==> config.mk <==
export PLATFORM = sky130hd
export DESIGN_NAME = lcd_bus_driver
export DESIGN_NICKNAME = d
export VERILOG_FILES = /design/src/rtl/lcd_bus_driver_pkg.sv /design/src/rtl/lcd_bus_driver_timer.sv /design/src/rtl/lcd_bus_driver.sv
export SDC_FILE = /design/constraint.sdc
export NUM_CORES = 1
export LEC_CHECK = 0
export CELL_PAD_IN_SITES_DETAIL_PLACEMENT = 0
export CELL_PAD_IN_SITES_GLOBAL_PLACEMENT = 1
export CORE_ASPECT_RATIO = 1.75
export CORE_MARGIN = 3
export CORE_UTILIZATION = 36
export CTS_BUF_LIST = sky130_fd_sc_hd__clkbuf_4
export CTS_CLUSTER_DIAMETER = 120
export DETAILED_ROUTE_END_ITERATION = 8
export PLACE_DENSITY = 0.75
export SLEW_MARGIN = 25
export SYNTH_ARGS = -nofsm -noshare
export SYNTH_HDL_FRONTEND = slang
export SYNTH_HIERARCHICAL = 1
export SYNTH_SLANG_ARGS = --single-unit
==> constraint.sdc <==
create_clock -name clk_i -period 4.3 [get_ports clk_i]
set_clock_uncertainty 0.1 [all_clocks]
set_input_delay 0.645 -clock clk_i [delete_from_list [all_inputs] [get_ports clk_i]]
set_output_delay 0.645 -clock clk_i [all_outputs]
set_load 0.02 [all_outputs]
==> src/rtl/lcd_bus_driver_pkg.sv <==
// Shared types and helpers for the HD44780-style LCD bus driver.
// Covers state encoding, word layout and the long-execution command decode.
package lcd_bus_driver_pkg;

  localparam int unsigned WordW = 9;
  localparam int unsigned RsBit = 8;

  localparam logic [7:0] CmdClear = 8'h01;
  localparam logic [7:0] CmdHome  = 8'h02;

  typedef enum logic [2:0] {
    StPwrup,
    StIdle,
    StSetup,
    StEpulse,
    StHold,
    StExec
  } state_e;

  function automatic int unsigned max_u(input int unsigned a, input int unsigned b);
    return (a > b) ? a : b;
  endfunction

  // Clear (0x01) and home (0x02/0x03) are the only commands whose upper six bits are all zero,
  // apart from 0x00, which is deliberately treated as a normal command.
  function automatic logic is_long_exec(input logic [WordW-1:0] word);
    return !word[RsBit] && (word[7:0] != 8'h00) &&
           ((word[7:0] | (CmdClear | CmdHome)) == (CmdClear | CmdHome));
  endfunction

endpackage

==> src/rtl/lcd_bus_driver_timer.sv <==
// Elapsed-cycle counter shared by every timed state of the LCD bus driver.
// Clears on a state change, saturates at all-ones and flags the last cycle of a limit.
module lcd_bus_driver_timer #(
  parameter int unsigned CntW = 8
) (
  input  logic            clk_i,
  input  logic            rst_i,
  input  logic            clr_i,
  input  logic [CntW-1:0] limit_i,
  output logic            done_o
);

  logic [CntW-1:0] cnt_q, cnt_d;

  always_comb begin
    cnt_d = cnt_q;
    if (clr_i) begin
      cnt_d = '0;
    end else if (cnt_q != '1) begin
      cnt_d = cnt_q + 1'b1;
    end
  end

  always_ff @(posedge clk_i or posedge rst_i) begin
    if (rst_i) begin
      cnt_q <= '0;
    end else begin
      cnt_q <= cnt_d;
    end
  end

  // The cycle holding count limit-1 is the last one of the state.
  assign done_o = (cnt_q == (limit_i - CntW'(1)));

endmodule

==> src/rtl/lcd_bus_driver.sv <==
// Sink of the 9-bit {rs,byte} LCD symbol stream; drives an HD44780 8-bit write-only bus
// with power-up delay, setup, enable pulse, hold and command execution timing in cycles.
module lcd_bus_driver
  import lcd_bus_driver_pkg::*;
#(
  parameter int unsigned PWRUP_CYC     = 1_600_000,
  parameter int unsigned SETUP_CYC     = 5,
  parameter int unsigned EN_CYC        = 25,
  parameter int unsigned HOLD_CYC      = 2,
  parameter int unsigned EXEC_CYC      = 4_000,
  parameter int unsigned EXEC_LONG_CYC = 160_000
) (
  input  logic             clk_i,
  input  logic             rest_i,
  input  logic [WordW-1:0] data_i,
  input  logic             data_valid_i,
  output logic             ready_o,
  output logic             lcd_rs_o,
  output logic             lcd_rw_o,
  output logic             lcd_e_o,
  output logic [7:0]       lcd_db_o,
  output logic             busy_o
);

  localparam int unsigned MaxCyc = max_u(max_u(max_u(PWRUP_CYC, SETUP_CYC), max_u(EN_CYC, HOLD_CYC)),
                                         max_u(EXEC_CYC, EXEC_LONG_CYC));
  localparam int unsigned CntW   = $clog2(MaxCyc) + 1;

  state_e          state_q, state_d;
  logic            rs_q, rs_d;
  logic [7:0]      db_q, db_d;
  logic            long_q, long_d;
  logic            e_q, e_d;
  logic [CntW-1:0] limit;
  logic            done;

  always_comb begin
    state_d = state_q;
    rs_d    = rs_q;
    db_d    = db_q;
    long_d  = long_q;
    limit   = CntW'(1);
    unique case (state_q)
      StPwrup: begin
        limit = CntW'(PWRUP_CYC);
        if (done) state_d = StIdle;
      end
      StIdle: begin
        if (data_valid_i) begin
          rs_d    = data_i[RsBit];
          db_d    = data_i[7:0];
          long_d  = is_long_exec(data_i);
          state_d = StSetup;
        end
      end
      StSetup: begin
        limit = CntW'(SETUP_CYC);
        if (done) state_d = StEpulse;
      end
      StEpulse: begin
        limit = CntW'(EN_CYC);
        if (done) state_d = StHold;
      end
      StHold: begin
        limit = CntW'(HOLD_CYC);
        if (done) state_d = StExec;
      end
      StExec: begin
        limit = long_q ? CntW'(EXEC_LONG_CYC) : CntW'(EXEC_CYC);
        if (done) state_d = StIdle;
      end
      default: state_d = StPwrup;
    endcase
    // E is registered from the next state so the pin never glitches.
    e_d = (state_d == StEpulse);
  end

  always_ff @(posedge clk_i or posedge rest_i) begin
    if (rest_i) begin
      state_q <= StPwrup;
      rs_q    <= 1'b0;
      db_q    <= 8'h00;
      long_q  <= 1'b0;
      e_q     <= 1'b0;
    end else begin
      state_q <= state_d;
      rs_q    <= rs_d;
      db_q    <= db_d;
      long_q  <= long_d;
      e_q     <= e_d;
    end
  end

  lcd_bus_driver_timer #(
    .CntW (CntW)
  ) u_timer (
    .clk_i   (clk_i),
    .rst_i   (rest_i),
    .clr_i   (state_d != state_q),
    .limit_i (limit),
    .done_o  (done)
  );

  assign ready_o  = (state_q == StIdle);
  assign busy_o   = (state_q != StIdle);
  assign lcd_rw_o = 1'b0;
  assign lcd_e_o  = e_q;
  assign lcd_rs_o = rs_q;
  assign lcd_db_o = db_q;

endmodule

==> impl_metrics.yaml, run 1 <==
routing:
  viasPerCell: 5.07
  first_pass_iters: 4
  drc_errors: 0
  wirelength_mm: 6.11
  detail-route-antenna-nets: 0
  initialDrtViolationCount: 64
  vias: 2156
  avgRoutedWirePerCell_um: 14.4
setup_path:
  cp_data_required_time_ns: 4.44
  crit_fanout: 11
  crit_top_cell: "or4_4"
  cp_cell_sequence: "and2b_1 > nand2_2 > nor2_2 > or4_4 > or4_4 > nor4_4 > o2111ai_1 > or4_4 > nor4_4 > nand2b_1 > o31a_1 > o32a_4 > buf_12 > a211oi_1"
  path_class: "register to register"
  crit_arrival_ns: 4.25
  worstSetupEndpointType: "register"
  cp_slowest_cell: "or4_4"
  cp-start-kind: "register"
  critPathMaxStageDelay_ns: 0.56
global_routing:
  grt_max_degree: 23
  overflow: 0
  grt_antenna_before_repair: 0
  grt_pass1_wl_mm: 10.1
  track_usage: 0.152
  grt_pass1_vias: 2034
hold_path:
  holdCritPathClass: "register to register"
synth:
  synth_top_family_by_area: "simple AND/OR/NAND/NOR gates"
  syn_avg_cell_area_sq_um: 9.00
  synth-xor-area-share: 0.158
  ys_types: 55
  synth_top_cell_area_share: 0.346
  synth-compound-area-share: 0.0818
  synthMuxAreaShare: 0.0645
  synth_area_leaders: "dfrtp_1 35%, xnor2_1 11%, nor2_1 6.5%"
  syn_inst: 289
  yosys-top-cells-count: "45 x nor2_1, 36 x dfrtp_1, 34 x xnor2_1"
  yosys.cell_count.top_type: "nor2_1"
  yosysTopAreaCell: "dfrtp_1"
  yosys_warnings: 6
  yosys.area_share.simple: 0.288
  ys.flop_type: "dfrtp_1"
  ys_seq_area_frac: 0.346
  async_flop_share: 1.00
  synth-seq-cells: 36
  synth_area_sq_um: 2600
  synthAdderAreaFrac: 0.00962
  synth-edff-count: 0
pwr:
  pwr_density_cell_nw_per_um2: 172
  sw_frac_of_total: 0.249
  p_seq_frac: 0.619
  combPwrFrac: 0.063
  internal-power_w: 0.000411
  p_sw_w: 0.000136
  ir_drop_uv: 99.6
  power_frac_clock: 0.319
  leakage_nw: 1.30
layout:
  instances_no_fill: 425
  areaGrowthSynthToFinish_pct: 22.4
  drive_gt1_frac: 0.150
  antenna_cells: 0
  post-route-cell-area_sq_um: 3180
  fin_nets: 355
placed_design:
  port_buffers: 23
  placed_cell_area_sq_um: 3060
  finalWeightedCongestion: 0.875
  dp_hpwl_mm: 4.71
  place_inst: 415
clocking:
  clockBufferDepth: 2
  cts_hold_buf: 0
  cts_root_buf: "clkbuf_4"
  htree_levels: 2
  tritoncts: "done"
  path_clk_slew_ns: 0.10
  clock_latency_ns: 0.36
  cts_sinks: 36
  cts_buffers: 5
floorplanning:
  die_h_um: 118
  design.core.area_sq_um: 6960
  dieArea_sq_um: 8320
  start_util: 0.374
  num_rows: 40
  ios: 25
  die_w_um: 70.2
sta:
  min_period_over_period: 0.954
  worstMarginPinSlew_ns: 0.881
  drv_slew: 0
  setup_viol: 0
  fmax_mhz: 244
  hold_viol: 0
  post-route-min-period_ns: 4.10
  timing.hold.ws_ns: 0.393
  relSlewSlack: 0.412
run_status:
  status: "complete, no violations"
job:
  cap_violations: 0
## through the flow
stage                util  setup TNS (ns)  worst slack [ns]  total power, W
global route        0.458          -0.442           -0.0351        0.000571
global placement    0.440               0             0.202        0.000379
detailed placement  0.440               0             0.154        0.000379
CTS                 0.446               0             0.132        0.000554
floorplan               -               0             0.128        0.000364
finish              0.458               0             0.198        0.000547
## power groups by stage
stage	clock, W	sequential [W]	combinational, W
after floorplan	0	0.000345	0.0000190
after global placement	0	0.000345	0.0000341
after detailed placement	0	0.000345	0.0000342
after CTS	0.000181	0.000338	0.0000345
after global routing	0.000194	0.000338	0.0000388
final	0.000174	0.000338	0.0000342
## state kept, by name (all words and copies together), names as in the netlist
signal,flops
lcd_db_o,8
lcd_e_o,1
lcd_rs_o,1
long_q,1
state_q,3
u_timer/cnt_q,22
## cells in the final DEF (no fill, tap or decap), types with 3 or more instances in the layout
cell type,instances
nand3_1,9
clkdlybuf4s50_1,23
conb_1,19
nor2b_1,4
nand2_1,13
or3_1,3
nor4b_1,3
xnor2_1,34
nor2_1,44
dfrtp_1,34
nor4_1,7
mux2_4,7
inv_1,13
or4_4,4
a211oi_1,3
nand2b_1,5
nor3b_1,4
nor3_1,14
and3_1,4
clkbuf_4,5
mux2i_1,4
buf_4,13
xor2_1,13
o21ai_0,5
## metal layers
layer	vias to the layer above	routed length, um	track usage
met2	38	3360	0.278
met3	9	177	0.0315
met1	1004	2370	0.162
met4	0	199	0.0731
met5	-	0	0
li1	1105	-	-
## cell families after synthesis
| kind of cell | count (synthesis) |
|---|---|
| buffers and inverters | 25 |
| xor gates and xnor gates | 47 |
| and+or+nand+nor | 136 |
| adders and majority gates | 2 |
| AOI/OAI and AO/OA | 29 |
| DFF | 36 |
| other | 1 |
| muxes | 13 |
## worst max-delay path: cells and delay by family, from the launching register on
kind                   cells  cell delay, ns
AOI/OAI and AO/OA          4            0.57
buffers and inverters      1            0.14
DFF                        1            0.44
and+or+nand+nor            9            2.73
## timing repair
item                                    CTS  global route
resized for setup                         0            10
setup buffers                             0             1
endpoints found under the setup margin    0            22
## area by class of cell
type	instances	area, sq um
clock buffers	5	37.5
clock inverters	2	7.51
fillers	713	3770
inverters	13	48.8
multi-input cells	246	1700
flip-flops and latches	36	903
well taps	84	105
repair buffers	39	384
## path summary, 6_finish.rpt
check                      cells after the start  slack (ns)  startpoint                 to
max in group asynchronous                      2        2.87      rest_i  u_timer/cnt_q[20]
hold / removal                                 1        0.39  state_q[2]         state_q[1]
hold reg to reg                                1        0.39  state_q[2]         state_q[1]
min in group asynchronous                      2        0.55      rest_i        lcd_db_o[3]
setup / recovery                              14        0.20  state_q[1]  u_timer/cnt_q[20]
setup reg to reg                              14        0.20  state_q[1]  u_timer/cnt_q[20]
No activity file was read; power rests on OpenSTA's default activity.
==> inputs of run 2 (changes only) <==
- CTS_CLUSTER_DIAMETER: 120 -> default
==> results of run 2 <==
Same layout as run 1: the final DEF is identical, and so are final timing and power.
==> inputs of run 3 (changes only) <==
- CTS_CLUSTER_SIZE: default -> 25
==> results of run 3 <==
Same layout as run 1: the final DEF is identical, and so are final timing and power.
